`src/rtl/matrix_op_t_if.sv`:
```
`default_nettype none
// ============================================================================
//  Module   : matrix_op_t_if
//  Purpose  : Bundles the control, BRAM read port and matrix-writer session
//             signals of the transpose engine.
//  Ports    : master modport = engine side (drives read_addr, writer session,
//             busy/status); slave modport = environment side (start, BRAM
//             read data, writer handshakes).
//  Revision : 1.0 - initial release
// ============================================================================
interface matrix_op_t_if #(
    parameter int DATA_WIDTH = 32,
    parameter int ADDR_WIDTH = 10
);
    // Control / status
    logic                  start;
    logic [2:0]            matrix_src_id;
    logic                  busy;
    logic [2:0]            status;
    // BRAM read port (1-cycle latency)
    logic [ADDR_WIDTH-1:0] read_addr;
    logic [DATA_WIDTH-1:0] data_out;
    // Matrix writer session
    logic                  write_request;
    logic                  write_ready;
    logic [2:0]            matrix_id;
    logic [7:0]            actual_rows;
    logic [7:0]            actual_cols;
    logic [7:0]            matrix_name [0:7];
    logic [DATA_WIDTH-1:0] data_in;
    logic                  data_valid;
    logic                  writer_ready;
    logic                  write_done;

    modport master (
        input  start, matrix_src_id, data_out, write_ready, writer_ready, write_done,
        output busy, status, read_addr, write_request, matrix_id, actual_rows,
               actual_cols, matrix_name, data_in, data_valid
    );

    modport slave (
        output start, matrix_src_id, data_out, write_ready, writer_ready, write_done,
        input  busy, status, read_addr, write_request, matrix_id, actual_rows,
               actual_cols, matrix_name, data_in, data_valid
    );
endinterface
`default_nettype wire

```
`src/rtl/matrix_op_t.sv`:
```
`default_nettype none
// ============================================================================
//  Module   : matrix_op_t
//  Purpose  : Single-source matrix transpose engine. Reads metadata and
//             row-major data of a source slot from the matrix BRAM and streams
//             the transposed elements to the matrix writer (result slot 0).
//  Ports    : clk  - rising-edge clock
//             rst  - synchronous active-high reset
//             bus  - matrix_op_t_if.master (control, BRAM read, writer session)
//  Revision : 1.0 - initial release
// ============================================================================
module matrix_op_t #(
    parameter int DATA_WIDTH = 32,
    parameter int ADDR_WIDTH = 10,
    parameter int BLOCK_SIZE = 64,
    parameter int META_WORDS = 3
) (
    input  wire logic     clk,
    input  wire logic     rst,
    matrix_op_t_if.master bus
);

    localparam logic [4:0] c_st_idle             = 5'd0;
    localparam logic [4:0] c_st_check_id         = 5'd1;
    localparam logic [4:0] c_st_read_meta_addr   = 5'd2;
    localparam logic [4:0] c_st_read_meta_wait   = 5'd3;
    localparam logic [4:0] c_st_validate         = 5'd4;
    localparam logic [4:0] c_st_wait_write_ready = 5'd5;
    localparam logic [4:0] c_st_assert_write_req = 5'd6;
    localparam logic [4:0] c_st_wait_writer_en   = 5'd7;
    localparam logic [4:0] c_st_prepare_src_addr = 5'd8;
    localparam logic [4:0] c_st_read_src_wait    = 5'd9;
    localparam logic [4:0] c_st_wait_writer_data = 5'd10;
    localparam logic [4:0] c_st_update_indices   = 5'd11;
    localparam logic [4:0] c_st_wait_write_done  = 5'd12;
    localparam logic [4:0] c_st_done             = 5'd13;

    localparam logic [2:0] c_stat_idle      = 3'd0;
    localparam logic [2:0] c_stat_success   = 3'd1;
    localparam logic [2:0] c_stat_err_dim   = 3'd2;
    localparam logic [2:0] c_stat_err_id    = 3'd3;
    localparam logic [2:0] c_stat_err_empty = 3'd4;

    localparam int c_capacity = BLOCK_SIZE - META_WORDS;

    logic [4:0]            r_state_q,      w_state_d;
    logic [2:0]            r_src_id_q,     w_src_id_d;
    logic [7:0]            r_rows_q,       w_rows_d;
    logic [7:0]            r_cols_q,       w_cols_d;
    logic [7:0]            r_r_q,          w_r_d;
    logic [7:0]            r_c_q,          w_c_d;
    logic                  r_busy_q,       w_busy_d;
    logic [2:0]            r_status_q,     w_status_d;
    logic [ADDR_WIDTH-1:0] r_read_addr_q,  w_read_addr_d;
    logic                  r_write_req_q,  w_write_req_d;
    logic [2:0]            r_matrix_id_q,  w_matrix_id_d;
    logic [7:0]            r_act_rows_q,   w_act_rows_d;
    logic [7:0]            r_act_cols_q,   w_act_cols_d;
    logic [7:0]            r_name_q [0:7];
    logic [7:0]            w_name_d [0:7];
    logic [DATA_WIDTH-1:0] r_data_in_q,    w_data_in_d;
    logic                  r_data_valid_q, w_data_valid_d;

    logic [ADDR_WIDTH-1:0] w_base;
    logic [15:0]           w_elems;
    logic [7:0]            w_r_next;
    logic [7:0]            w_c_next;
    logic                  w_last;
    logic [ADDR_WIDTH-1:0] w_elem_addr;

    assign w_base  = ADDR_WIDTH'(32'(r_src_id_q) * BLOCK_SIZE);
    assign w_elems = 16'({8'd0, r_rows_q} * {8'd0, r_cols_q});

    // Walk the result row-major: the source-row index c is the fast index,
    // the source-column index r advances when c wraps.
    always_comb begin
        w_c_next = r_c_q;
        w_r_next = r_r_q;
        w_last   = 1'b0;
        if ((32'(r_c_q) + 32'd1) < 32'(r_rows_q)) begin
            w_c_next = r_c_q + 8'd1;
        end else begin
            w_c_next = 8'd0;
            if ((32'(r_r_q) + 32'd1) < 32'(r_cols_q)) begin
                w_r_next = r_r_q + 8'd1;
            end else begin
                w_last = 1'b1;
            end
        end
    end

    assign w_elem_addr = w_base + ADDR_WIDTH'(META_WORDS)
                       + ADDR_WIDTH'(32'(w_c_next) * 32'(r_cols_q) + 32'(w_r_next));

    // State register and all datapath/output flops
    always_ff @(posedge clk) begin
        if (rst) begin
            r_state_q      <= c_st_idle;
            r_src_id_q     <= '0;
            r_rows_q       <= '0;
            r_cols_q       <= '0;
            r_r_q          <= '0;
            r_c_q          <= '0;
            r_busy_q       <= 1'b0;
            r_status_q     <= c_stat_idle;
            r_read_addr_q  <= '0;
            r_write_req_q  <= 1'b0;
            r_matrix_id_q  <= '0;
            r_act_rows_q   <= '0;
            r_act_cols_q   <= '0;
            r_name_q       <= '{default: 8'h00};
            r_data_in_q    <= '0;
            r_data_valid_q <= 1'b0;
        end else begin
            r_state_q      <= w_state_d;
            r_src_id_q     <= w_src_id_d;
            r_rows_q       <= w_rows_d;
            r_cols_q       <= w_cols_d;
            r_r_q          <= w_r_d;
            r_c_q          <= w_c_d;
            r_busy_q       <= w_busy_d;
            r_status_q     <= w_status_d;
            r_read_addr_q  <= w_read_addr_d;
            r_write_req_q  <= w_write_req_d;
            r_matrix_id_q  <= w_matrix_id_d;
            r_act_rows_q   <= w_act_rows_d;
            r_act_cols_q   <= w_act_cols_d;
            r_name_q       <= w_name_d;
            r_data_in_q    <= w_data_in_d;
            r_data_valid_q <= w_data_valid_d;
        end
    end

    // Next-state logic
    always_comb begin
        w_state_d = r_state_q;
        case (r_state_q)
            c_st_idle:             if (bus.start) w_state_d = c_st_check_id;
            c_st_check_id:         w_state_d = (r_src_id_q == 3'd0) ? c_st_done : c_st_read_meta_addr;
            c_st_read_meta_addr:   w_state_d = c_st_read_meta_wait;
            c_st_read_meta_wait:   w_state_d = c_st_validate;
            c_st_validate: begin
                if ((r_rows_q == 8'd0) || (r_cols_q == 8'd0) || (32'(w_elems) > c_capacity))
                    w_state_d = c_st_done;
                else
                    w_state_d = c_st_wait_write_ready;
            end
            c_st_wait_write_ready: if (bus.write_ready) w_state_d = c_st_assert_write_req;
            c_st_assert_write_req: w_state_d = c_st_wait_writer_en;
            c_st_wait_writer_en:   if (bus.writer_ready) w_state_d = c_st_prepare_src_addr;
            c_st_prepare_src_addr: w_state_d = c_st_read_src_wait;
            c_st_read_src_wait:    w_state_d = c_st_wait_writer_data;
            c_st_wait_writer_data: if (bus.writer_ready) w_state_d = c_st_update_indices;
            c_st_update_indices:   w_state_d = w_last ? c_st_wait_write_done : c_st_prepare_src_addr;
            c_st_wait_write_done:  if (bus.write_done) w_state_d = c_st_done;
            c_st_done:             w_state_d = c_st_idle;
            default:               w_state_d = c_st_idle;
        endcase
    end

    // Output / datapath logic. read_addr is loaded on the transition into the
    // state that presents it, so BRAM data is valid in the following state.
    always_comb begin
        w_src_id_d     = r_src_id_q;
        w_rows_d       = r_rows_q;
        w_cols_d       = r_cols_q;
        w_r_d          = r_r_q;
        w_c_d          = r_c_q;
        w_busy_d       = r_busy_q;
        w_status_d     = r_status_q;
        w_read_addr_d  = r_read_addr_q;
        w_write_req_d  = 1'b0;
        w_matrix_id_d  = r_matrix_id_q;
        w_act_rows_d   = r_act_rows_q;
        w_act_cols_d   = r_act_cols_q;
        w_name_d       = r_name_q;
        w_data_in_d    = r_data_in_q;
        w_data_valid_d = 1'b0;
        case (r_state_q)
            c_st_idle: begin
                if (bus.start) begin
                    w_src_id_d = bus.matrix_src_id;
                    w_busy_d   = 1'b1;
                    w_status_d = c_stat_idle;
                end
            end
            c_st_check_id: begin
                if (r_src_id_q == 3'd0) w_status_d    = c_stat_err_id;
                else                    w_read_addr_d = w_base;
            end
            c_st_read_meta_wait: begin
                w_rows_d = bus.data_out[DATA_WIDTH-1 -: 8];
                w_cols_d = bus.data_out[DATA_WIDTH-9 -: 8];
            end
            c_st_validate: begin
                if ((r_rows_q == 8'd0) || (r_cols_q == 8'd0)) w_status_d = c_stat_err_empty;
                else if (32'(w_elems) > c_capacity)          w_status_d = c_stat_err_dim;
            end
            c_st_wait_write_ready: begin
                w_matrix_id_d = 3'd0;
                w_act_rows_d  = r_cols_q;
                w_act_cols_d  = r_rows_q;
                w_name_d      = '{8'h54, 8'h52, 8'h41, 8'h4E, 8'h53, 8'h00, 8'h00, 8'h00};
                if (bus.write_ready) w_write_req_d = 1'b1;
            end
            c_st_wait_writer_en: begin
                if (bus.writer_ready) begin
                    w_r_d         = 8'd0;
                    w_c_d         = 8'd0;
                    w_read_addr_d = w_base + ADDR_WIDTH'(META_WORDS);
                end
            end
            c_st_wait_writer_data: begin
                if (bus.writer_ready) begin
                    w_data_in_d    = bus.data_out;
                    w_data_valid_d = 1'b1;
                end
            end
            c_st_update_indices: begin
                w_r_d = w_r_next;
                w_c_d = w_c_next;
                if (!w_last) w_read_addr_d = w_elem_addr;
            end
            c_st_wait_write_done: if (bus.write_done) w_status_d = c_stat_success;
            c_st_done:            w_busy_d = 1'b0;
            default: ;
        endcase
    end

    assign bus.busy          = r_busy_q;
    assign bus.status        = r_status_q;
    assign bus.read_addr     = r_read_addr_q;
    assign bus.write_request = r_write_req_q;
    assign bus.matrix_id     = r_matrix_id_q;
    assign bus.actual_rows   = r_act_rows_q;
    assign bus.actual_cols   = r_act_cols_q;
    assign bus.matrix_name   = r_name_q;
    assign bus.data_in       = r_data_in_q;
    assign bus.data_valid    = r_data_valid_q;

endmodule
`default_nettype wire

```
`src/flat_wrapper.sv`:
```
// flat-port wrapper written by rule: the top's interface ports become plain ports
module matrix_op_t_flat 
#(
    parameter int DATA_WIDTH = 32,
    parameter int ADDR_WIDTH = 10,
    parameter int BLOCK_SIZE = 64,
    parameter int META_WORDS = 3
)
  (clk, rst, bus_start, bus_matrix_src_id, bus_data_out, bus_write_ready, bus_writer_ready, bus_write_done, bus_busy, bus_status, bus_read_addr, bus_write_request, bus_matrix_id, bus_actual_rows, bus_actual_cols, bus_matrix_name, bus_data_in, bus_data_valid);
  matrix_op_t_if #(.DATA_WIDTH(DATA_WIDTH), .ADDR_WIDTH(ADDR_WIDTH)) bus_i ();
  input  wire logic clk;
  input  wire logic rst;
  input wire logic [$bits(bus_i.start)-1:0] bus_start;
  input wire logic [$bits(bus_i.matrix_src_id)-1:0] bus_matrix_src_id;
  input wire logic [$bits(bus_i.data_out)-1:0] bus_data_out;
  input wire logic [$bits(bus_i.write_ready)-1:0] bus_write_ready;
  input wire logic [$bits(bus_i.writer_ready)-1:0] bus_writer_ready;
  input wire logic [$bits(bus_i.write_done)-1:0] bus_write_done;
  output wire logic [$bits(bus_i.busy)-1:0] bus_busy;
  output wire logic [$bits(bus_i.status)-1:0] bus_status;
  output wire logic [$bits(bus_i.read_addr)-1:0] bus_read_addr;
  output wire logic [$bits(bus_i.write_request)-1:0] bus_write_request;
  output wire logic [$bits(bus_i.matrix_id)-1:0] bus_matrix_id;
  output wire logic [$bits(bus_i.actual_rows)-1:0] bus_actual_rows;
  output wire logic [$bits(bus_i.actual_cols)-1:0] bus_actual_cols;
  output wire logic [$bits(bus_i.matrix_name)-1:0] bus_matrix_name;
  output wire logic [$bits(bus_i.data_in)-1:0] bus_data_in;
  output wire logic [$bits(bus_i.data_valid)-1:0] bus_data_valid;
  assign bus_i.start = bus_start;
  assign bus_i.matrix_src_id = bus_matrix_src_id;
  assign bus_i.data_out = bus_data_out;
  assign bus_i.write_ready = bus_write_ready;
  assign bus_i.writer_ready = bus_writer_ready;
  assign bus_i.write_done = bus_write_done;
  assign bus_busy = bus_i.busy;
  assign bus_status = bus_i.status;
  assign bus_read_addr = bus_i.read_addr;
  assign bus_write_request = bus_i.write_request;
  assign bus_matrix_id = bus_i.matrix_id;
  assign bus_actual_rows = bus_i.actual_rows;
  assign bus_actual_cols = bus_i.actual_cols;
  assign bus_matrix_name = {>>{bus_i.matrix_name}};
  assign bus_data_in = bus_i.data_in;
  assign bus_data_valid = bus_i.data_valid;
  matrix_op_t #(.DATA_WIDTH(DATA_WIDTH), .ADDR_WIDTH(ADDR_WIDTH), .BLOCK_SIZE(BLOCK_SIZE), .META_WORDS(META_WORDS)) u_core (.clk(clk), .rst(rst), .bus(bus_i));
endmodule
```
`config.mk`:
```
export PLATFORM = sky130hd
export DESIGN_NAME = matrix_op_t_flat
export DESIGN_NICKNAME = d
export VERILOG_FILES = /design/src/rtl/matrix_op_t_if.sv /design/src/rtl/matrix_op_t.sv /design/src/flat_wrapper.sv
export SDC_FILE = /design/constraint.sdc
export NUM_CORES = 1
export LEC_CHECK = 0
export ABC_CLOCK_PERIOD_IN_PS = 18800
export CORE_ASPECT_RATIO = 1.1
export CORE_MARGIN = 10
export CORE_UTILIZATION = 44
export CTS_CLUSTER_DIAMETER = 80
export DETAILED_ROUTE_END_ITERATION = 8
export GPL_ROUTABILITY_DRIVEN = 0
export GPL_TIMING_DRIVEN = 0
export HOLD_SLACK_MARGIN = 0.15
export PLACE_DENSITY = 0.79
export SLEW_MARGIN = 40
export SYNTH_ARGS = -nofsm -noshare
export SYNTH_HDL_FRONTEND = slang
export SYNTH_SLANG_ARGS = --single-unit
```
`constraint.sdc`:
```
create_clock -name clk -period 18.8 [get_ports clk]
set_input_delay 4.7 -clock clk [delete_from_list [all_inputs] [get_ports clk]]
set_output_delay 4.7 -clock clk [all_outputs]
set_load 0.02 [all_outputs]
```
Yosys cells after proc, flatten, opt, wreduce, memory -nomap -nowiden:

Index checks and enable logic that the tools add are counted.

* add/sub/neg operators: 7
* $mul: 2
* div/mod/pow operators: 0
* $lt $le $gt $ge: 3
* equality and inequality tests: 22
* shift-type cells: 0
* mux-type cells: 31
* bitwise operators: 2
* reductions and logical operators: 19

Operators with widths (count)
* 5-bit one-hot mux with 13 select lines: 1
* 32-bit by 8-bit less-than comparator with 1-bit output: 2
* 8-bit two-way mux: 4
* 8-bit one-hot mux with 2 select lines: 2
* 5-bit by 4-bit == test with 1-bit output, second input constant: 6
* 10-bit two-way mux: 3
* 10-bit one-hot mux with 3 select lines: 1
* 5-bit two-way mux: 5
* 5-bit by 3-bit == test with 1-bit output, second input constant: 4
* 8-bit by 1-bit adder with 9-bit output, second input constant: 2
* 3-bit two-way mux: 6
* 8-bit by 1-bit adder with 8-bit output, second input constant: 2
* 16-bit by 6-bit greater-than comparator with 1-bit output, second input constant: 1
* 8-bit zero test: 2
* 8-bit by 8-bit multiplier with 16-bit output: 1
* 2-bit != test, second input constant: 7
* 3-bit one-hot mux with 4 select lines: 1
* 10-bit adder: 1
* 10-bit by 8-bit adder with 10-bit output: 1
* 9-bit by 2-bit adder with 10-bit output, second input constant: 1
* 5-bit by 2-bit == test with 1-bit output, second input constant: 2
* 8-bit by 8-bit multiplier with 10-bit output: 1
* 5-bit AND reduction: 2
* 4-bit two-way mux: 2
* 15 further kinds: 26

* bits in registers: 107
* bits in latches: 0
* RAM bits: 0
* ROM bits: 0
* bits of input ports: 41
* output and inout bits: 131
* logic and storage cells: 103
* memories: 0

Logic depth before layout (Yosys ltp):

Gate-level depths: netlist of run 1.

* depth after elaboration: 8
* gate-level depth with buffers: 30
* depth with buffers taken out: 29

Worst setup path before layout of run 1:

OpenSTA, ideal clock, no wires.

* path kind: reg-to-reg
* start point: reg u_core.r_r_q[2]
* end point: reg u_core.r_read_addr_q[9] (netlist: u_core.bus.read_addr[9])
* library setup time: 93 ps
* arrival: 6958 ps
* required time: 18707 ps
* path slack: 11749 ps
* cell stages (with the launch flop): 29
* path buffers: 2
* clock period less this slack: 7051 ps
* path through: dfxtp_1 -> buf_6 -> and3_1 -> and3_1 -> and3_1 -> xnor2_1 -> ha_1 -> and2_0 -> a311o_1 -> a31oi_4 -> clkbuf_1 -> and2_1 -> nand2_1 -> xor2_1 -> fa_1 -> inv_1 -> fa_1 -> inv_1 -> fa_1 -> inv_1 -> fa_1 -> fa_1 -> ha_1 -> o21ai_0 -> a21oi_1 -> o41ai_1 -> xnor2_1 -> or4_1 -> o311ai_2

* longest elaborated chain between the ends: 8
* elaborated cells on any way between the ends: 13
* classes of those cells: 4 x add/sub; 1 x order compare; 1 x eq/ne; 6 x mux; 1 x reduce/logical

Ends and longest elaborated chain
* start, declared: RTL line matrix_op_t.sv:50 `logic [7:0] r_r_q, w_r_d;`
* start signal, assigned: RTL line matrix_op_t.sv:119 `r_r_q <= w_r_d;`
* 8-bit by 1-bit adder with 9-bit output: RTL line matrix_op_t.sv:84 `if ((32'(r_r_q) + 32'd1) < 32'(r_cols_q)) begin`
* 32-bit by 8-bit less-than comparator with 1-bit output: RTL line matrix_op_t.sv:84
* 8-bit two-way mux: RTL line matrix_op_t.sv:84
* 8-bit two-way mux: RTL line matrix_op_t.sv:80 `if ((32'(r_c_q) + 32'd1) < 32'(r_rows_q)) begin`
* 10-bit by 8-bit adder with 10-bit output: RTL line matrix_op_t.sv:93 `+ ADDR_WIDTH'(32'(w_c_next) * 32'(r_cols_q) + 32'(w_r_next));`
* 10-bit adder: RTL line matrix_op_t.sv:93
* 10-bit two-way mux: RTL line matrix_op_t.sv:222 `if (!w_last) w_read_addr_d = w_elem_addr;`
* 10-bit one-hot mux with 3 select lines: RTL line matrix_op_t.sv:179 `case (r_state_q)`
* end signal, assigned: RTL line matrix_op_t.sv:123 `r_read_addr_q <= w_read_addr_d;`
* end, declared: RTL line matrix_op_t.sv:54 `logic [ADDR_WIDTH-1:0] r_read_addr_q, w_read_addr_d;`

Several ways; a longest one is shown, not always the timed one. The select of a mux whose other input is x is not followed.
A chain may end at the register's enable or synchronous reset.

Worst setup path in the final report of run 1:

* start point: reg u_core.r_c_q[0]
* end point: reg u_core.r_read_addr_q[9] (netlist: u_core.bus.read_addr[9])

* longest elaborated chain between the ends: 8
* elaborated cells on any way between the ends: 13
* classes of those cells: 4 x add/sub; 1 x mul; 1 x order compare; 1 x eq/ne; 5 x mux; 1 x reduce/logical

Ends and longest elaborated chain
* start, declared: RTL line matrix_op_t.sv:51 `logic [7:0] r_c_q, w_c_d;`
* start signal, assigned: RTL line matrix_op_t.sv:120 `r_c_q <= w_c_d;`
* 8-bit by 1-bit adder with 9-bit output: RTL line matrix_op_t.sv:80
* 32-bit by 8-bit less-than comparator with 1-bit output: RTL line matrix_op_t.sv:80
* 8-bit two-way mux: RTL line matrix_op_t.sv:80
* 8-bit by 8-bit multiplier with 10-bit output: RTL line matrix_op_t.sv:93
* 10-bit by 8-bit adder with 10-bit output: RTL line matrix_op_t.sv:93
* 10-bit adder: RTL line matrix_op_t.sv:93
* 10-bit two-way mux: RTL line matrix_op_t.sv:222
* 10-bit one-hot mux with 3 select lines: RTL line matrix_op_t.sv:179

Several ways; a longest one is shown, not always the timed one. The select of a mux whose other input is x is not followed.

==> results, run 1 <==
- The total number of clock tree sinks is 104.
- The global routing usage on met3 is 0.0689.
- The fraction of the yosys area taken by sequential cells is 0.226.
- The fraction of met2 tracks used by global routing is 0.310.
- The total area inside the core boundary comes to between 20000 and 25000 um^2.
- The global routing's busiest layer is met2.
- Of the total synthesized cell area, the portion taken by full adders, half adders and majority gates is 0.258.
- The maximum resistive drop on vdd is 0.0673 mV.
- The most used flip-flop cell after synthesis is sky130_fd_sc_hd__dfxtp_1.
- The die is 158 um wide.
- Once the clock tree was built, the setup fixing pass inserted 0 buffers.
- Counting flops with an async set or reset pin after synthesis yields a share of 0.
- In this run the tightest slew margin relative to its limit is 0.461.
- Row generation in the floorplan step produced 55 rows.
- The post-route standard cell area excluding fillers is between 10000 and 15000 um^2.
- Of the total synthesized cell area, the portion taken by AND, OR, NAND and NOR gates is 0.209.
- The path with the worst hold slack has its endpoint at u_core.bus.data_in[18].
- After synthesis, the cell types taking the most area are sky130_fd_sc_hd__dfxtp_1, sky130_fd_sc_hd__fa_1, sky130_fd_sc_hd__ha_1.
- The number of hold violations in the final report is 0.
- In this run the cell area measured after placement is 10900 um^2.
- For this run, the slowest stage of the critical path takes 0.71 ns.
- After synthesis, the share of cell area in mux cells is 0.0121.
- The number of port buffers is roughly 120.
- The total wire length is 25800 um.
- The top achievable clock speed is around 120 MHz.
- The top-level port count is roughly 170.
- The leading cell type by number of instances after synthesis is sky130_fd_sc_hd__nand2_1.
- The quantity of hold-fixing buffers added after cts is 0.
- The area of the die is 27100 um^2.
- The kind of path behind the tightest hold check is reg2reg.
- In the finished design, the share of the clock period the worst path needs comes to 0.435.
- The antenna diode instance count is 0.
- The cell accounting for the most synthesized area is sky130_fd_sc_hd__dfxtp_1.
- The pin count of the biggest net entering global routing is 19.
- Buffers inserted during clock tree synthesis total 9.
- The synthesized netlist occupies a cell area of ~9000 um^2.
- The most numerous cell type found on the critical path is sky130_fd_sc_hd__fa_1.
- The global-route wire length before repair is 41000 um.
- The layout has 1817 filler cells.
- The startpoint of the lowest-slack hold path is u_core.bus.data_in[18].
- The flow ran to the end, and the final reports show no timing, DRC or antenna violations.
- The mean instance size in the synthesized netlist is 7.90 um^2.
- Once detail routing completed, the nets flagged for antenna violations numbered 0.
- The cell count after synthesis came out at 1166.
- The total DRC errors in the routed layout is 0.
- The post-route clock skew is 0.0146 ns.
- The endpoint of the worst register-to-register path is u_core.bus.read_addr[9].
- The global router's overall resource usage is 0.186.
- The H-tree was split into 3 levels.
- The residual overflow from global routing is 0.
- The clock passes through at most 2 buffers.
- The number of max-capacitance violations reported is 0.
- For this design the static power due to leakage is 4.91 nW.
- The yosys synthesis warning count is 0.
- The critical path required time is about 19 ns.
- The count of routing violations after the opening detailed-route iteration is between 600 and 700.
- In the synthesized netlist, the cells that appear most often are sky130_fd_sc_hd__nand2_1, sky130_fd_sc_hd__inv_1, sky130_fd_sc_hd__dfxtp_1, sky130_fd_sc_hd__a21oi_1, sky130_fd_sc_hd__ha_1.
- The path depth of the worst reg2reg path is 27.
- The critical path's slowest cell is sky130_fd_sc_hd__a211oi_1.
- The slew at the pin closest to its max-slew limit is 0.804 ns.
- The clock network latency to the later pin of the worst-skew pair is 0.35 ns.
- The die is 172 um tall.
- The main combinational cell family by area after synthesis is adder cells.
- The power per standard cell area is around 69 nW/um^2.
- Along the worst path, the maximum fanout reaches 10.
- Across all register-to-register paths, the minimum setup slack is approximately 11 ns.
- The timing startpoint of the critical path is u_core.r_c_q[0].
- The clock tree from TritonCTS is yes.
- Summing all multi-input logic gate instances after layout gives 6160 um^2.
- The cell at the root of the clock tree is sky130_fd_sc_hd__clkbuf_16.
- The number of vias after detailed routing is 8459.
- The first detailed-routing pass ran for 5 iterations.
- The number of cells upsized or downsized after cts is 0.
- The family with the most delay on the worst path is adder cells.
- The net total in the final layout is 1537.
- The via count of the first global-routing pass is slightly above 8k.
- Of the total synthesized cell area, the portion taken by XOR and XNOR cells is 0.0348.
- In the final routed layout, each cell accounts on average for about 16 um.
- The number of flops mapped to enable cells by yosys is 0.
- The area fraction in compound gates after synthesis is 0.133.
- The layout overhead on the synthesized area is 21.9%.
- The initial antenna violation count is 0.
- Using the TritonRoute via totals, the vias-per-cell ratio works out to 5.26.
- The worst setup path category is reg2reg.
- After synthesis the netlist holds a flip-flop and latch count of 104.
- The number of setup violations in the final report is 0.
- Detailed placement ended at an HPWL of 20900 um.
- Setup total negative slack on the finished layout was measured at 0 ns.
- The post-synthesis cell type count is 65.
- The post-CTS clock slew at the launch and capture registers of the worst setup and hold paths is 0.08 ns.
- In this run the critical register-to-register path is launched from u_core.r_c_q[0].
- For met1 alone, demand over resource in global routing was 0.212.
- The critical path buffer and inverter count is 4.
- Data arrives at the worst endpoint at 8.43 ns.
- The startpoint type of the worst setup path is a register.
- After layout, the minimum clock period comes to 8.17 ns.
- The initial utilization of the core area, before any placement, comes to 0.448.
- The final-report max-slew violation count was 0.
- The fraction of post-synthesis cell area in the top cell type by area is 0.226.
- The number of stages on the worst hold path is 2.
- Setup repair after global routing left no endpoint under its margin.
- The ratio of cells with drive above 1 in the final layout is 0.0717.
- The endpoint kind of the worst setup timing path is a register.
- The sequential cell area in the final layout is roughly 2100 um^2.
[per-stage QoR]
stage	power, mW	setup slack [ns]	instances	utilization	hold slack, ns
after floorplan	0.475	11.75	1216	-	0.448
after global placement	0.575	10.86	1591	0.530	0.440
after detailed placement	0.580	10.76	1592	0.531	0.446
after CTS	0.774	10.71	1608	0.546	0.455
after global routing	0.823	10.19	1608	0.546	0.473
final	0.778	10.63	1608	0.546	0.456
[cell type report]
class,instances,area share
Multi-Input combinational cell,871,0.548
Buffer,132,0.0678
Clock inverter,7,0.00691
Inverter,109,0.0364
Clock buffer,9,0.0201
Sequential cell,104,0.185
Tap cell,256,0.0285
Timing Repair Buffer,120,0.106
[where the power goes]
group / internal [mW] / leakage (nW) / switching, mW
registers: 0.239 / 0.840 / 0.0183
clock network: 0.105 / 0.152 / 0.0894
logic: 0.119 / 3.92 / 0.208
total: 0.463 / 4.91 / 0.315
[state kept, by name, summed over array words and instances, names as in the netlist]
name and count:
u_core.bus.actual_cols 8, u_core.bus.actual_rows 8, u_core.bus.busy 1, u_core.bus.data_in 32, u_core.bus.data_valid 1, u_core.bus.matrix_name 1
u_core.bus.read_addr 10, u_core.bus.status 3, u_core.bus.write_request 1, u_core.r_c_q 8, u_core.r_cols_q 8, u_core.r_r_q 8
u_core.r_rows_q 8, u_core.r_src_id_q 3, u_core.r_state_q 4
[per-layer routing]
layer,wire (um),vias to the layer above
li1,-,4102
met1,9960,3955
met2,12100,367
met3,2880,35
met4,816,0
met5,0,-
[cells by family after synthesis]
group	Yosys count
xor+xnor	35
other cells	1
buf+inv	241
mux	11
fa+ha+maj	149
simple gates	429
flops	104
compound gates	196
[cell usage in the layout, fill, tap and decap left out, types with 24 or more instances in the layout]
cell type | synthesis | routed
sky130_fd_sc_hd__xnor2_1 | 24 | 24
sky130_fd_sc_hd__ha_1 | 81 | 81
sky130_fd_sc_hd__inv_1 | 109 | 109
sky130_fd_sc_hd__dfxtp_1 | 104 | 104
sky130_fd_sc_hd__clkbuf_1 | 59 | 59
sky130_fd_sc_hd__conb_1 | 1 | 51
sky130_fd_sc_hd__fa_1 | 68 | 68
sky130_fd_sc_hd__buf_4 | 66 | 66
sky130_fd_sc_hd__nand2_1 | 226 | 226
sky130_fd_sc_hd__clkdlybuf4s50_1 | 0 | 119
sky130_fd_sc_hd__nor2_1 | 74 | 74
sky130_fd_sc_hd__a21oi_1 | 97 | 97
[how the worst max path moves through the flow]
stage                              endpoint  depth (start not counted)
CTS                 u_core.bus.read_addr[9]                         27
finish              u_core.bus.read_addr[9]                         27
global route        u_core.bus.read_addr[9]                         27
global placement    u_core.bus.read_addr[9]                         27
detailed placement  u_core.bus.read_addr[9]                         27
floorplan           u_core.bus.read_addr[9]                         28
[worst reg2reg max path, cell delays in order, from the launching register on]
cell and delay, ns:
sky130_fd_sc_hd__dfxtp_1 0.37, sky130_fd_sc_hd__ha_1 0.22, sky130_fd_sc_hd__and3_1 0.27, sky130_fd_sc_hd__and3_1 0.24, sky130_fd_sc_hd__xor2_1 0.32, sky130_fd_sc_hd__ha_1 0.34
sky130_fd_sc_hd__a21oi_1 0.15, sky130_fd_sc_hd__and3_1 0.15, sky130_fd_sc_hd__o21ai_0 0.10, sky130_fd_sc_hd__a211oi_1 0.71, sky130_fd_sc_hd__clkbuf_1 0.42, sky130_fd_sc_hd__and2_1 0.32
sky130_fd_sc_hd__nand2_1 0.11, sky130_fd_sc_hd__fa_1 0.55, sky130_fd_sc_hd__inv_1 0.05, sky130_fd_sc_hd__fa_1 0.49, sky130_fd_sc_hd__inv_1 0.05, sky130_fd_sc_hd__fa_1 0.47
sky130_fd_sc_hd__inv_1 0.05, sky130_fd_sc_hd__fa_1 0.57, sky130_fd_sc_hd__fa_1 0.43, sky130_fd_sc_hd__ha_1 0.35, sky130_fd_sc_hd__o21ai_0 0.09, sky130_fd_sc_hd__a21oi_1 0.08
sky130_fd_sc_hd__o41ai_1 0.32, sky130_fd_sc_hd__xnor2_1 0.18, sky130_fd_sc_hd__or4_1 0.44, sky130_fd_sc_hd__o311ai_2 0.21
(Power assumes the default switching activity.)
==> run 2, diff against run 1 <==
--- a/config.mk
+++ b/config.mk
@@ -5,7 +5,7 @@
 export SDC_FILE = /design/constraint.sdc
 export NUM_CORES = 1
 export LEC_CHECK = 0
-export ABC_CLOCK_PERIOD_IN_PS = 18800
+export ABC_CLOCK_PERIOD_IN_PS = 7900
 export CORE_ASPECT_RATIO = 1.1
 export CORE_MARGIN = 10
 export CORE_UTILIZATION = 44
==> constraint.sdc (replaced) <==
create_clock -name clk -period 7.9 [get_ports clk]
set_input_delay 1.975 -clock clk [delete_from_list [all_inputs] [get_ports clk]]
set_output_delay 1.975 -clock clk [all_outputs]
set_load 0.02 [all_outputs]
==> results, run 2 (synthesis results as in run 1) <==
- Run status: completed (unchanged).
- The TritonCTS buffer count was 9 (unchanged).
- The timing startpoint of the critical path is u_core.r_c_q[0] (unchanged).
- The total leakage power was 4.94 nW (was 4.91 nW).
- The worst setup path category is reg2reg (unchanged).
- The number of vias after detailed routing is 8525 (was 8459).
- The global router's overall resource usage is 0.186 (about the same).
- The initial core utilization is 0.448 (unchanged).
- The library cell appearing most often on the critical path is sky130_fd_sc_hd__fa_1 (unchanged).
- The number of port buffers was 119 (unchanged).
- The endpoint kind of the worst setup timing path is a register (unchanged).
- The top routing layer in use is met4 (unchanged).
- The count of routing violations after the opening detailed-route iteration is 650 (was 629).
- The worst setup slack before clock tree synthesis is -0.140 ns (was 10.76 ns).
- The ratio of cells with drive above 1 in the final layout came to 0.0791 (was 0.0717).
- The row count was 55 (unchanged).
- The detailed-placement wirelength estimate was 20900 um (unchanged).
- The total wire length came to 25800 um (about the same).
- The worst endpoint data arrival time is 7.74 ns (was 8.43 ns).
- The largest buffer count on any clock path is 2 (unchanged).
- The period utilization was 0.945 (was 0.435).
- The final critical delay including setup and external delays is 7.47 ns (was 8.17 ns).
- The antenna diode instance count was 0 (unchanged).
- The layout overhead on the synthesized area is 22.3% (was 21.9%).
- The startpoint type of the worst setup path is a register (unchanged).
- The total DRC errors in the routed layout is 0 (unchanged).
- The deepest level of the CTS H-tree came to 3 (unchanged).
- The startpoint of the lowest-slack hold path is u_core.bus.data_in[19] (was u_core.bus.data_in[18]).
- The top-level port count was 172 (unchanged).
- The count of nets left with antenna violations after detail routing is 0 (unchanged).
- The average wire length per cell after detail routing is 16.1 um (was 16.0 um).
- The critical path's slowest cell is sky130_fd_sc_hd__fa_1 (was sky130_fd_sc_hd__a211oi_1).
- The area of the die came to 27100 um^2 (unchanged).
- The area of the placeable core is 20600 um^2 (unchanged).
- The routed wire length on met3 is 2870 um (was 2880 um).
- The vertical die dimension is 172 um (unchanged).
- The number of cells after detailed placement is 1592 (unchanged).
- The clock network latency to the later pin of the worst-skew pair came to 0.36 ns (was 0.35 ns).
- The worst hold margin is 0.455 ns (was 0.456 ns).
- The relative slew slack is 0.514 (was 0.461).
- The via count of the first global-routing pass was 8297 (was 8291).
- The maximum fanout along the worst path is 10 (unchanged).
- The detailed-route vias per instance is 5.30 (was 5.26).
- Most used cells in the layout excluding fill and tap cells: sky130_fd_sc_hd__nand2_1, sky130_fd_sc_hd__clkdlybuf4s50_1, sky130_fd_sc_hd__inv_1 (unchanged).
- The number of hold violations in the final report came to 0 (unchanged).
- The final-report max-slew violation count came to 0 (unchanged).
- The family with the most delay on the worst path was adder cells (unchanged).
- The kind of path behind the tightest hold check is reg2reg (unchanged).
- The final worst setup slack is 0.431 ns (was 10.63 ns).
- The met2 wire length is 12100 um (about the same).
- The initial antenna violation count is 0 (unchanged).
- The x dimension of the die came to 158 um (unchanged).
- The critical path buffer and inverter count is 4 (unchanged).
- The number of flip-flops in the largest register was 32 (unchanged).
- The quantity of hold-fixing buffers added after cts was 0 (unchanged).
- The cell at the root of the clock tree was sky130_fd_sc_hd__clkbuf_16 (unchanged).
- The slew at the pin closest to its max-slew limit was 0.730 ns (was 0.804 ns).
- The most frequent standard cell in the layout excluding fill and tap cells is sky130_fd_sc_hd__nand2_1 (unchanged).
- The pin count of the biggest net entering global routing came to 19 (unchanged).
- The summed negative setup slack over all endpoints was 0 ns (unchanged).
- The global-route wire length before repair is 41100 um (was 41000 um).
- The number of setup violations in the final report is 0 (unchanged).
- The total number of clock tree sinks was 104 (unchanged).
- The non-filler instance count after layout is 1609 (was 1608).
- The post-CTS clock slew at the launch and capture registers of the worst setup and hold paths is 0.08 ns (about the same).
- The delay of the slowest critical-path stage came to 0.57 ns (was 0.71 ns).
- The maximum resistive drop on vdd is 0.161 mV (was 0.0673 mV).
- The startpoint of the most critical register-to-register path is u_core.r_c_q[0] (unchanged).
- The number of max-capacitance violations reported was 0 (unchanged).
- The routed metal-1 wire length is 9980 um (was 9960 um).
- The total power consumption of the routed design is 1.87 mW (was 0.778 mW).
- The power per standard cell area came to 166 nW/um^2 (was 69.3 nW/um^2).
- The first-pass iteration count of the detailed router is 5 (unchanged).
- The top achievable clock speed is 134 MHz (was 122 MHz).
- The residual overflow from global routing is 0 (unchanged).
- The critical path required time came to 8.17 ns (was 19.06 ns).
- The net total in the final layout is 1538 (was 1537).
- The post-route clock skew was 0.0147 ns (was 0.0146 ns).
- The clock tree from TritonCTS is yes (unchanged).
## run 2: metrics by stage
step | utilization | instance area [um^2]
after floorplan | - | 9400
after global placement | 0.530 | 10900
after detailed placement | 0.531 | 10900
after CTS | 0.546 | 11200
after global routing | 0.548 | 11300
final | 0.548 | 11300
## run 2: path summary, 6_finish.rpt
path | slack (ns) | cells past startpoint | end
max reg2reg | 0.43 | 28 | u_core.bus.read_addr[9]
min reg2reg | 0.45 | 2 | u_core.bus.data_in[19]
min | 0.45 | 2 | u_core.bus.data_in[19]
max | 0.43 | 28 | u_core.bus.read_addr[9]
## run 2: layout make-up
type	instances	area (um^2)
Clock buffer	9	225
Multi-Input combinational cell	871	6180
Timing Repair Buffer	122	1210
Buffer	131	763
Tap cell	256	320
Fill cell	1812	9310
Clock inverter	7	77.6
Sequential cell	104	2080
Inverter	109	409
## run 2: what timing repair did
action,in CTS,in global routing
pin swaps,0,1
setup buffers,0,2
setup endpoints to repair,1,3
gates resized for setup,1,10
## run 2: power by group
part           switching (mW)  internal, mW
clock                   0.217         0.250
sequential             0.0441         0.568
combinational           0.497         0.295
## run 2: worst min-delay path: cells and delay by family, from the launching register on
kind	cells	cell delay, ns
DFF	1	0.31
and+or+nand+nor	1	0.05
AOI/OAI and AO/OA	1	0.05
## run 2: routing by layer
metal,vias up,GRT usage
li1,4109,-
met5,-,0
met4,0,0.0726
met1,3993,0.212
met2,377,0.311
met3,46,0.0689
==> run 3, diff against run 2 <==
--- a/config.mk
+++ b/config.mk
@@ -7,7 +7,6 @@
 export LEC_CHECK = 0
 export ABC_CLOCK_PERIOD_IN_PS = 7900
 export CORE_ASPECT_RATIO = 1.1
-export CORE_MARGIN = 10
 export CORE_UTILIZATION = 44
 export CTS_CLUSTER_DIAMETER = 80
 export DETAILED_ROUTE_END_ITERATION = 8
==> results, run 3 (synthesis results as in run 1) <==
- The family with the most delay on the worst path is adder cells (unchanged).
- The area of the placeable core is 20600 um^2 (unchanged).
- The detailed-placement wirelength estimate came to 19300 um (was 20900 um).
- The kind of path behind the tightest hold check is reg2reg (unchanged).
- Run status: completed (unchanged).
- The clock tree from TritonCTS is yes (unchanged).
- Setup repair after global routing left no endpoint under its margin.
- The number of cells after detailed placement is 1592 (unchanged).
- The total DRC errors in the routed layout is 0 (unchanged).
- The pin count of the biggest net entering global routing was 19 (unchanged).
- The total wire length is 24400 um (was 25800 um).
- The maximum fanout along the worst path is 10 (unchanged).
- The largest buffer count on any clock path is 2 (unchanged).
- The residual overflow from global routing is 0 (unchanged).
- The count of routing violations after the opening detailed-route iteration is 625 (was 650).
- The filler cell count in the final layout is 1880 (was 1812).
- The power per standard cell area is 166 nW/um^2 (about the same).
- The internal power contribution is 1.12 mW (was 1.11 mW).
- The x dimension of the die was 140 um (was 158 um).
- The number of setup violations in the final report is 0 (unchanged).
- The non-filler instance count after layout is 1609 (unchanged).
- The vertical die dimension is 154 um (was 172 um).
- The routed wire length on met3 is 2220 um (was 2870 um).
- The number of hold violations in the final report came to 0 (unchanged).
- The net switching power came to 0.757 mW (about the same).
- The worst endpoint data arrival time is 7.77 ns (was 7.74 ns).
- The antenna diode instance count is 0 (unchanged).
- The met2 wire length is 11700 um (was 12100 um).
- The via count of the first global-routing pass came to 8209 (was 8297).
- The initial antenna violation count is 0 (unchanged).
- The net total in the final layout came to 1538 (unchanged).
- The proportion of power drawn by combinational gates is 0.422 (was 0.423).
- The number of port buffers is 119 (unchanged).
- The endpoint kind of the worst setup timing path is a register (unchanged).
- The top routing layer in use is met4 (unchanged).
- The initial core utilization is 0.448 (unchanged).
- The critical path buffer and inverter count is 6 (was 4).
- The TritonCTS buffer count came to 9 (unchanged).
- The row count came to 55 (unchanged).
- The quantity of hold-fixing buffers added after cts is 0 (unchanged).
- Most used cells in the layout excluding fill and tap cells: sky130_fd_sc_hd__nand2_1, sky130_fd_sc_hd__clkdlybuf4s50_1, sky130_fd_sc_hd__inv_1 (unchanged).
- The top-level port count is 172 (unchanged).
- The total number of clock tree sinks came to 104 (unchanged).
- The slew at the pin closest to its max-slew limit is 0.736 ns (was 0.730 ns).
- The most frequent standard cell in the layout excluding fill and tap cells was sky130_fd_sc_hd__nand2_1 (unchanged).
- The post-route clock skew is 0.0136 ns (was 0.0147 ns).
- The first-pass iteration count of the detailed router is 5 (unchanged).
- The worst setup path category is reg2reg (unchanged).
- The share of the core filled with cells in the final layout is 0.548 (about the same).
- The startpoint type of the worst setup path is a register (unchanged).
- The switching part of the total power is 0.404 (was 0.405).
- The detailed-route vias per instance is 5.30 (about the same).
- The total leakage power is 4.94 nW (about the same).
- The global router's overall resource usage is 0.228 (was 0.186).
- The count of nets left with antenna violations after detail routing is 0 (unchanged).
- The period utilization is 0.950 (was 0.945).
- The relative slew slack was 0.510 (was 0.514).
- The global-route wire length before repair is 39400 um (was 41100 um).
- The sequential fraction of design power came to 0.327 (about the same).
- The number of flip-flops in the largest register is 32 (unchanged).
- The number of vias after detailed routing came to 8528 (was 8525).
- The routed metal-1 wire length was 9600 um (was 9980 um).
- The layout overhead on the synthesized area was 22.3% (about the same).
- The final-report max-slew violation count is 0 (unchanged).
- The multi-input gate area in the final layout is 6180 um^2 (unchanged).
- The clock group share of total power came to 0.251 (was 0.250).
- The critical path required time is 8.17 ns (about the same).
- The library cell appearing most often on the critical path is sky130_fd_sc_hd__fa_1 (unchanged).
- The critical path's slowest cell was sky130_fd_sc_hd__fa_1 (unchanged).
- The maximum resistive drop on vdd came to 0.149 mV (was 0.161 mV).
- The clock network latency to the later pin of the worst-skew pair is 0.36 ns (about the same).
- The post-CTS clock slew at the launch and capture registers of the worst setup and hold paths is 0.08 ns (about the same).
- The number of max-capacitance violations reported came to 0 (unchanged).
- The top achievable clock speed is 133 MHz (was 134 MHz).
- The cell at the root of the clock tree is sky130_fd_sc_hd__clkbuf_16 (unchanged).
- The final critical delay including setup and external delays came to 7.50 ns (was 7.47 ns).
- The area of the die was 21500 um^2 (was 27100 um^2).
- The average wire length per cell after detail routing came to 15.1 um (was 16.1 um).
- The sequential cell area in the final layout is 2080 um^2 (unchanged).
- The delay of the slowest critical-path stage was 0.56 ns (was 0.57 ns).
- The ratio of cells with drive above 1 in the final layout came to 0.0783 (was 0.0791).
- The deepest level of the CTS H-tree was 3 (unchanged).
[run 3: cell types whose count changed in the layout (fill, tap and decap cells not counted)]
cell / delta
sky130_fd_sc_hd__inv_8: +1
sky130_fd_sc_hd__clkinv_2: -1
sky130_fd_sc_hd__clkinv_4: -1
sky130_fd_sc_hd__buf_1: +1
[run 3: path summary, 6_finish.rpt]
kind | to | startpoint | slack (ns) | cells past startpoint
worst min-delay path | u_core.bus.data_in[3] | u_core.bus.data_in[3] | 0.45 | 2
worst min register to register | u_core.bus.data_in[3] | u_core.bus.data_in[3] | 0.45 | 2
worst max register to register | u_core.bus.read_addr[9] | u_core.r_c_q[1] | 0.40 | 28
worst max-delay path | u_core.bus.read_addr[9] | u_core.r_c_q[1] | 0.40 | 28
[run 3: timing repair]
action | in CTS | in global routing
pin swaps | 0 | 1
setup endpoints to repair | 1 | 2
setup buffers | 0 | 2
gates resized for setup | 1 | 11
[run 3: worst register-to-register path: cells and delay by family, from the launching register on]
family / cells / cell delay (ns)
fa+ha+maj: 8 / 3.43
buf+inv: 6 / 0.86
xor+xnor: 2 / 0.40
compound gates: 5 / 0.81
simple gates: 7 / 1.55
flops: 1 / 0.36
[run 3: through the flow]
stage	area, um^2	setup slack (ns)	setup TNS, ns	hold slack, ns	total power [mW]
final	11300	0.397	0	0.452	1.87
after global routing	11300	0.0419	0	0.473	1.98
after CTS	11200	0.0217	0	0.455	1.85
after detailed placement	10900	-0.153	-0.153	0.446	1.38
after global placement	10900	-0.0534	-0.0534	0.440	1.37
after floorplan	9400	0.849	0	0.448	1.13
[run 3: metal layers]
layer  track usage  vias to the layer above
met1         0.274                     3983
met2         0.390                      390
met3        0.0492                       48
met5             0                        -
met4         0.104                        0
li1              -                     4107
[run 3: power by group through the flow]
stage / sequential (mW) / combinational [mW] / clock, mW
3_5_place_dp: 0.623 / 0.758 / 0
4_1_cts: 0.611 / 0.766 / 0.474
3_3_place_gp: 0.621 / 0.745 / 0
2_1_floorplan: 0.634 / 0.496 / 0
6_report: 0.612 / 0.791 / 0.470
5_1_grt: 0.617 / 0.862 / 0.497
[run 3: final cells by class]
class                      count  area share
tap                          256      0.0284
clock buffer                  10      0.0203
buffer                       131      0.0677
sequential                   104       0.185
inverter                     109      0.0363
timing repair buffer         122       0.107
clock inverter                 6     0.00666
multi-input combinational    871       0.548
